### src/rtl/pipeline_ctrl_pkg.sv
// Shared types and constants for the pipeline hazard/sequencing controller.
package pipeline_ctrl_pkg;

  // Controller states; encodings are visible on the ctrl_state port.
  typedef enum logic [1:0] {
    CTRL_RUN      = 2'd0,
    CTRL_MEM_WAIT = 2'd1,
    CTRL_HALT     = 2'd2
  } ctrl_state_t;

  // Register x0 is hard-wired to zero, so a load targeting it never creates a hazard.
  localparam logic [4:0] ZERO_REG_IDX = 5'd0;

  // Bundle of every pipeline control line produced by the priority decode.
  typedef struct packed {
    logic pc_en;
    logic if_id_en;
    logic id_ex_en;
    logic ex_mem_en;
    logic mem_wb_en;
    logic if_id_flush;
    logic id_ex_flush;
    logic mem_wb_bubble;
  } ctrl_out_t;

  // A source operand depends on the load only if it is really read and the indices match.
  function automatic logic src_depends(input logic       uses,
                                       input logic [4:0] rs,
                                       input logic [4:0] rd);
    return uses && (rs == rd);
  endfunction

endpackage

### src/rtl/pipeline_ctrl_sat_counter.sv
// Saturating up-counter used for the stall and flush performance counters.
module sat_counter
  import pipeline_ctrl_pkg::*;
#(
  parameter int W = 32
) (
  input  logic         clk,
  input  logic         rst_n,
  input  logic         inc,
  output logic [W-1:0] cnt
);

  localparam logic [W-1:0] CNT_ONE = W'(1);
  localparam logic [W-1:0] CNT_MAX = '1;

  logic [W-1:0] cnt_q;
  logic [W-1:0] cnt_d;

  // Next count: step by one when asked, but stick at all-ones instead of wrapping.
  always_comb begin
    cnt_d = cnt_q;
    if (inc && (cnt_q != CNT_MAX)) begin
      cnt_d = cnt_q + CNT_ONE;
    end
  end

  // Counter register, cleared asynchronously by reset.
  always_ff @(posedge clk or negedge rst_n) begin
    if (!rst_n) begin
      cnt_q <= '0;
    end else begin
      cnt_q <= cnt_d;
    end
  end

  assign cnt = cnt_q;

endmodule

### src/rtl/pipeline_ctrl.sv
// Central hazard and sequencing controller for the 5-stage in-order pipeline.
// Produces PC / pipeline-register enables, flushes and the MEM/WB bubble from
// load-use detection, EX branch redirects and the data-memory handshake, and
// halts the pipeline permanently if memory stops acknowledging.
module pipeline_ctrl
  import pipeline_ctrl_pkg::*;
#(
  parameter int MEM_TIMEOUT = 64,
  parameter int CNT_W       = 32
) (
  input  logic             clk,
  input  logic             rst_n,
  input  logic             id_vld,
  input  logic [4:0]       id_rs1,
  input  logic [4:0]       id_rs2,
  input  logic             id_uses_rs1,
  input  logic             id_uses_rs2,
  input  logic             id_ex_vld,
  input  logic             id_ex_is_load,
  input  logic [4:0]       id_ex_rd,
  input  logic             ex_take_br,
  input  logic             ex_mem_req,
  input  logic             dm_ack,
  output logic             pc_en,
  output logic             if_id_en,
  output logic             id_ex_en,
  output logic             ex_mem_en,
  output logic             mem_wb_en,
  output logic             if_id_flush,
  output logic             id_ex_flush,
  output logic             mem_wb_bubble,
  output logic [1:0]       ctrl_state,
  output logic             mem_timeout,
  output logic [CNT_W-1:0] stall_cnt,
  output logic [CNT_W-1:0] flush_cnt
);

  localparam int                WAIT_W     = $clog2(MEM_TIMEOUT + 1);
  localparam logic [WAIT_W-1:0] WAIT_ONE   = WAIT_W'(1);
  localparam logic [WAIT_W-1:0] WAIT_LIMIT = WAIT_W'(MEM_TIMEOUT - 1);

  ctrl_state_t       state_q;
  ctrl_state_t       state_d;
  logic [WAIT_W-1:0] wait_q;
  logic [WAIT_W-1:0] wait_d;

  logic      mem_stall;
  logic      lu_haz;
  logic      halted;
  logic      stall_inc;
  logic      flush_inc;
  ctrl_out_t ctrl;

  // Memory stall and load-use hazard terms; a load into x0 never blocks anyone.
  always_comb begin
    mem_stall = ex_mem_req & ~dm_ack;
    lu_haz    = id_vld & id_ex_vld & id_ex_is_load &
                (id_ex_rd != ZERO_REG_IDX) &
                (src_depends(id_uses_rs1, id_rs1, id_ex_rd) |
                 src_depends(id_uses_rs2, id_rs2, id_ex_rd));
    halted    = (state_q == CTRL_HALT);
  end

  // Next state and watchdog count: every stalled cycle counts, any unstalled
  // cycle clears it, and the stall that reaches the limit ends in HALT.
  // An ack on the limit cycle removes the stall, so the return to RUN wins.
  always_comb begin
    state_d = state_q;
    wait_d  = wait_q;
    if (!halted) begin
      if (mem_stall) begin
        wait_d = wait_q + WAIT_ONE;
        if (wait_q == WAIT_LIMIT) begin
          state_d = CTRL_HALT;
        end else begin
          state_d = CTRL_MEM_WAIT;
        end
      end else begin
        wait_d  = '0;
        state_d = CTRL_RUN;
      end
    end
  end

  // State and watchdog registers; only reset leaves HALT.
  always_ff @(posedge clk or negedge rst_n) begin
    if (!rst_n) begin
      state_q <= CTRL_RUN;
      wait_q  <= '0;
    end else begin
      state_q <= state_d;
      wait_q  <= wait_d;
    end
  end

  // Priority decode of the pipeline controls. A memory stall outranks a taken
  // branch so a branch held in EX is only acted on once the pipeline moves,
  // and a branch outranks a load-use hazard because the dependent instruction
  // is squashed anyway.
  always_comb begin
    ctrl      = '0;
    stall_inc = 1'b0;
    flush_inc = 1'b0;
    if (halted) begin
      ctrl = '0;
    end else if (mem_stall) begin
      ctrl.mem_wb_en     = 1'b1;
      ctrl.mem_wb_bubble = 1'b1;
      stall_inc          = 1'b1;
    end else if (ex_take_br) begin
      ctrl.pc_en       = 1'b1;
      ctrl.if_id_en    = 1'b1;
      ctrl.id_ex_en    = 1'b1;
      ctrl.ex_mem_en   = 1'b1;
      ctrl.mem_wb_en   = 1'b1;
      ctrl.if_id_flush = 1'b1;
      ctrl.id_ex_flush = 1'b1;
      flush_inc        = 1'b1;
    end else if (lu_haz) begin
      ctrl.id_ex_en    = 1'b1;
      ctrl.id_ex_flush = 1'b1;
      ctrl.ex_mem_en   = 1'b1;
      ctrl.mem_wb_en   = 1'b1;
      stall_inc        = 1'b1;
    end else begin
      ctrl.pc_en     = 1'b1;
      ctrl.if_id_en  = 1'b1;
      ctrl.id_ex_en  = 1'b1;
      ctrl.ex_mem_en = 1'b1;
      ctrl.mem_wb_en = 1'b1;
    end
  end

  assign pc_en         = ctrl.pc_en;
  assign if_id_en      = ctrl.if_id_en;
  assign id_ex_en      = ctrl.id_ex_en;
  assign ex_mem_en     = ctrl.ex_mem_en;
  assign mem_wb_en     = ctrl.mem_wb_en;
  assign if_id_flush   = ctrl.if_id_flush;
  assign id_ex_flush   = ctrl.id_ex_flush;
  assign mem_wb_bubble = ctrl.mem_wb_bubble;
  assign ctrl_state    = state_q;
  assign mem_timeout   = halted;

  sat_counter #(.W(CNT_W)) u_stall_cnt (
    .clk   (clk),
    .rst_n (rst_n),
    .inc   (stall_inc),
    .cnt   (stall_cnt)
  );

  sat_counter #(.W(CNT_W)) u_flush_cnt (
    .clk   (clk),
    .rst_n (rst_n),
    .inc   (flush_inc),
    .cnt   (flush_cnt)
  );

endmodule

### config.mk
export PLATFORM = sky130hd
export DESIGN_NAME = pipeline_ctrl
export DESIGN_NICKNAME = d
export VERILOG_FILES = /design/src/rtl/pipeline_ctrl_pkg.sv /design/src/rtl/pipeline_ctrl_sat_counter.sv /design/src/rtl/pipeline_ctrl.sv
export SDC_FILE = /design/constraint.sdc
export NUM_CORES = 1
export LEC_CHECK = 0
export CAP_MARGIN = 10
export CORE_UTILIZATION = 48
export CTS_CLUSTER_DIAMETER = 120
export DETAILED_ROUTE_END_ITERATION = 10
export GPL_TIMING_DRIVEN = 0
export MAX_ROUTING_LAYER = met4
export PLACE_DENSITY = 0.91
export SLEW_MARGIN = 20
export SYNTH_ARGS = -nofsm -noshare
export SYNTH_HDL_FRONTEND = slang
export SYNTH_SLANG_ARGS = --single-unit
### constraint.sdc
create_clock -name clk -period 3.05 [get_ports clk]
set_clock_uncertainty 0.1 [all_clocks]
set_input_delay 0.61 -clock clk [delete_from_list [all_inputs] [get_ports clk]]
set_output_delay 0.61 -clock clk [all_outputs]
set_load 0.005 [all_outputs]
==> metrics.txt, run 1 <==
Most common cell on crit path=clkdlybuf4s50_1; crit path cell chain=clkdlybuf4s50_1 > nand2b_1 > nand3_1 > inv_1 > clkdlybuf4s50_1; Core Box Area=0.00729 sq mm; boundary pin count=100; placed cell count=between 500 and 600; Clock transition at path regs=0.08 ns; share of cells above drive strength 1=0.0883; number of max-cap violations=0; number of global-route vias before repair=3198; FF+latch count, synth=73; fin cells=approximately 590; largest net degree at the start of global routing=60; Clock Power Share=0.424; via count=3237; Buf/Inv on CP=3; TNS Setup=-0.00373 ns; mapped cell area=0.00365 sq mm; Max-slew headroom=0.604; Synth Area per Inst=between 9 and 10 sq um; Yosys Warn Count=0; Logic pwr share=0.046; DR pass1 iterations=4; Fmax=327 MHz; Worst path slowest cell=clkdlybuf4s50_1; row count=31; failing checks=setup timing; Mapped Cells=365; pwr dens=361 mW/mm^2; die height=slightly below 90 microns; setup ws final=-0.00373 ns; # fillers=between 500 and 600; Post-synth top flop=dfrtp_1; die width=around 90 microns; Synth area leaders=dfrtp_1 (50%), xor2_1 (9.6%), xnor2_1 (7.7%), nand2_1 (3.9%), nand3_1 (3.7%); crit start category=input pin; RSZ-0062 raised after global routing=true; GRT Total Usage=0.245; Clock Path Buffers=2; global-route wire length before repair=14.5 mm; final slew viol count=0; Post-Place Worst Slack=-0.552 ns; worst-margin pin slew=about 0.59 ns; vias per std cell=5.52; Setup crit end kind=output pin; Num CTS Buffers=9; IR drop worst, VDD=0.000390 V; final setup violation count=1; Sw Ratio=0.226; shortest period the worst path allows=3.05 ns; largest area contributor in the netlist=dfrtp_1; Top delay family on crit path=buffers and inverters; most frequent cells in the layout=clkdlybuf4s50_1 (87), dfrtp_1 (73), xor2_1 (40); syn_nets=393; DRC=0; Crit Path Max Fanout=6; worst skew pair latency=0.34 ns; critical path class=in2out; Num Clock Sinks=73; Layout area overhead=38.8%; final hold violation count=0; worst reg2reg path depth=6; Final ANT Viol Nets=0; Worst path depth=5; Routability Congestion=0.876; leakage power=around 2.3 nW; Worst path max stage delay=0.54 ns; leading cell type in the layout, fill and taps excluded=clkdlybuf4s50_1; Initial Util=0.500; initial DRC count=146; Total Routed Length=9.16 mm; n_diodes=0; CP Data Required Time=roughly 2.3 ns; Port Buffers=99; Yosys top cell area share=0.501; Seq/Total Area, Yosys=0.501; Net Sw Power=0.000413 W; Reg power frac=0.529; hold_buf cts=0; TritonCTS clock tree=built; initial antenna violation count=0; nets=510; P_int=0.00141 W; share of flip-flops with an asynchronous set or reset=1.00; Total Die Area=0.00795 sq mm; gr ovfl total=0; Root Buffer=clkbuf_8; status=finished with violations; min-delay worst type=in2async; Worst Path Arrival=2.34 ns; placed wire-length estimate=6.64 mm; number of flops mapped to enable cells by yosys=0; CTS H-tree depth=3; Synth cell types=43; period utilisation layout=1.00; Wirelength per Cell=15.6 microns
logic make-up after synthesis:
group	count (synthesis)	share of synthesized area
mux	3	0.00857
flops	73	0.501
xor+xnor	72	0.173
buf+inv	16	0.0192
compound gates	21	0.0384
fa+ha+maj	3	0.0103
simple gates	177	0.250
stage by stage:
stage | utilization | power [W] | hold slack [ns] | cell area (sq um)
floorplan | - | 0.00100 | 0.214 | 3650
global placement | 0.653 | 0.00106 | 0.371 | 4760
detailed placement | 0.657 | 0.00107 | 0.380 | 4790
CTS | 0.689 | 0.00184 | 0.0115 | 5030
global route | 0.694 | 0.00189 | 0.0140 | 5060
finish | 0.694 | 0.00183 | 0.0144 | 5060
registers in the layout, indices dropped and copies added (netlist names):
signal and flops:
ctrl_state 2, wait_q 7, u_flush_cnt.cnt 32, u_stall_cnt.cnt 32
power by group through the flow:
| stage | Combinational [W] | Clock (W) | Sequential [W] |
|---|---|---|---|
| floorplan | 0.0000181 | 0 | 0.000986 |
| global placement | 0.0000739 | 0 | 0.000986 |
| detailed placement | 0.0000807 | 0 | 0.000986 |
| CTS | 0.0000825 | 0.000787 | 0.000967 |
| global route | 0.0000929 | 0.000831 | 0.000967 |
| finish | 0.0000844 | 0.000775 | 0.000967 |
worst register-to-register path: cells and delay by family (launching register included):
kind	cells	cell delay, ns
and+or+nand+nor	5	1.60
DFF	1	0.46
xor gates and xnor gates	1	0.15
worst paths after layout:
check                                     from                   to  slack, ns
setup / recovery                        dm_ack          if_id_flush     -0.004
setup reg to reg            u_flush_cnt.cnt[7]  u_flush_cnt.cnt[25]       0.62
min in group clk           u_stall_cnt.cnt[31]  u_stall_cnt.cnt[31]       0.39
max in group asynchronous                rst_n            wait_q[0]       2.29
hold reg to reg            u_stall_cnt.cnt[31]  u_stall_cnt.cnt[31]       0.39
hold / removal                           rst_n  u_stall_cnt.cnt[23]       0.01
cell usage after synthesis, types with 3 or more instances:
cell      count
nand4_1      17
o21ai_0       8
ha_1          3
nor3_1       20
nor4_1        6
and2_1        3
xor2_1       40
and4_1        6
nand2b_1      3
xnor2_1      32
and3_1       12
nand3_1      27
dfrtp_1      73
nor2_1       33
nand2_1      38
inv_1         9
area by class of cell:
class	count	area [sq um]	area share
clock buffers	10	138	0.0272
inverters	10	38.8	0.00766
plain buffers	6	32.5	0.00642
well taps	99	124	0.0245
multi-input cells	276	1790	0.353
flip-flops and latches	73	1830	0.361
repair buffers	106	1050	0.208
clock inverters	6	66.3	0.0131
what timing repair did:
item | CTS | global route
gates resized for setup | 13 | 10
pin swaps | 4 | 6
endpoints found under the hold margin | 0 | 0
buffers inserted | 5 | 1
setup endpoints to repair | 3 | 27
per-layer routing:
layer,vias to the layer above,track usage,routed length [microns]
li1,1506,-,-
met1,1588,0.283,3800
met2,121,0.416,4540
met3,22,0.0563,631
met4,0,0.0938,180
met5,-,-,0
Note: power is estimated with default switching activity, not from simulation.
==> run 2, diff against run 1 <==
PLACE_DENSITY = 0.79   (was 0.91)
==> run 2 against run 1 <==
  * Die area unchanged
  * Total power grew 4.1%
  * Largest power group unchanged
  * Non-clock buffer count down 1
  * The run now ends clean
  * Highest routed layer unchanged
==> metrics.txt, run 2 (same netlist as run 1, synthesis figures left out) <==
vias per std cell=5.40; worst-margin pin slew=about 0.54 ns; number of global-route vias before repair=2916; gr ovfl total=0; DRC=0; Wirelength per Cell=14.8 microns; IR drop worst, VDD=0.000325 V; R2R Setup Slk=0.61 ns; share of cells above drive strength 1=0.0885; CTS H-tree depth=3; Setup crit end kind=output pin; Clock transition at path regs=about 0.080 ns; DR pass1 iterations=4; period utilisation layout=0.982; Max-slew headroom=0.635; final setup violation count=0; Total Routed Length=roughly 8.7 mm; number of max-cap violations=0; min-delay worst type=in2async; placed cell count=564; Routability Congestion=0.881; die width=89.2 microns; Multi-input gate area=~0.0018 sq mm; most frequent cells in the layout=clkdlybuf4s50_1 (87), dfrtp_1 (73), xor2_1 (40); # fillers=568; status=complete, no violations; nets=a little over 500; Root Buffer=clkbuf_8; global-route wire length before repair=13.7 mm; worst skew pair latency=around 0.34 ns; row count=31; placed wire-length estimate=6.36 mm; fin cells=between 500 and 600; Layout area overhead=39.5%; Reg area=0.00183 sq mm; final slew viol count=0; n_diodes=0; initial DRC count=202; Fmax=334 MHz; Worst R2R End=u_stall_cnt.cnt[1]; pwr dens=374 mW/mm^2; GRT Total Usage=0.234; WL met3=612 microns; boundary pin count=100; Total Die Area=0.00795 sq mm; highest routed layer=met4; die height=between 80 and 90 microns; Port Buffers=99; leakage power=2.34 nW; crit start category=input pin; met2 WL post-DR=between 4 and 5 mm; worst reg2reg path depth=7; critical path class=in2out; Core Box Area=approximately 0.0073 sq mm; TritonCTS clock tree=built; via count=3158; initial antenna violation count=0; Final Instance Area=between 0.005 and 0.006 sq mm; final hold violation count=0; FF-to-FF Start=u_stall_cnt.cnt[0]; WHS=0.0262 ns; Initial Util=0.500; CP Data Required Time=2.34 ns; leading cell type in the layout, fill and taps excluded=clkdlybuf4s50_1; Worst Path Arrival=2.28 ns; Num Clock Sinks=73; total power=0.00190 W; shortest period the worst path allows=2.99 ns; largest net degree at the start of global routing=59; M1 wire length=3.75 mm; Num CTS Buffers=9; hold_buf cts=0; Crit Path Max Fanout=3; Clock Path Buffers=2; Final ANT Viol Nets=0; Area after DPL=0.00479 sq mm
## run 2: area by class of cell
| cell class | count | area share |
|---|---|---|
| plain buffers | 5 | 0.00565 |
| clock buffers | 11 | 0.0297 |
| clock inverters | 5 | 0.0152 |
| inverters | 10 | 0.00811 |
| multi-input cells | 276 | 0.350 |
| flip-flops and latches | 73 | 0.359 |
| well taps | 99 | 0.0243 |
| repair buffers | 106 | 0.208 |
## run 2: metal layers
layer,vias to the layer above,GRT usage
li1,1502,-
met1,1556,0.284
met2,93,0.387
met3,7,0.0665
met4,0,0.0592
met5,-,-
## run 2: how the worst max path moves through the flow
stage	start	to	slack [ns]
2_1_floorplan	id_ex_rd[1]	pc_en	0.55
3_3_place_gp	rst_n	u_flush_cnt.cnt[2]	-1.18
3_5_place_dp	id_ex_rd[1]	pc_en	-0.48
4_1_cts	id_ex_rd[1]	pc_en	0.02
5_1_grt	id_rs2[3]	pc_en	-0.02
6_report	id_ex_rd[2]	pc_en	0.06
## run 2: through the flow
step                      setup WS (ns)   util  TNS, ns
after detailed placement         -0.480  0.657    -2.01
after global placement            -1.18  0.653   -87.71
after CTS                        0.0194  0.693        0
final                            0.0564  0.698        0
after floorplan                   0.551      -        0
after global routing            -0.0161  0.698  -0.0161
## run 2: report_power, final
| part | switching [W] | total (W) | internal, W |
|---|---|---|---|
| registers | 0 | 0.000967 | 0.000967 |
| logic | 0.0000401 | 0.0000836 | 0.0000435 |
| clock network | 0.000348 | 0.000851 | 0.000502 |
## run 2: critical path, cell delays in order
cell,delay [ns]
dlygate4sd2_1,0.28
or4_4,0.53
o211a_1,0.26
buf_4,0.14
a21boi_2,0.13
buf_4,0.12
clkdlybuf4s15_1,0.21
## run 2: repair_timing
item                                    in CTS  in global routing
endpoints found under the setup margin       4                 22
resized for setup                           12                 11
pin swaps                                    4                  7
setup buffers                                5                  1
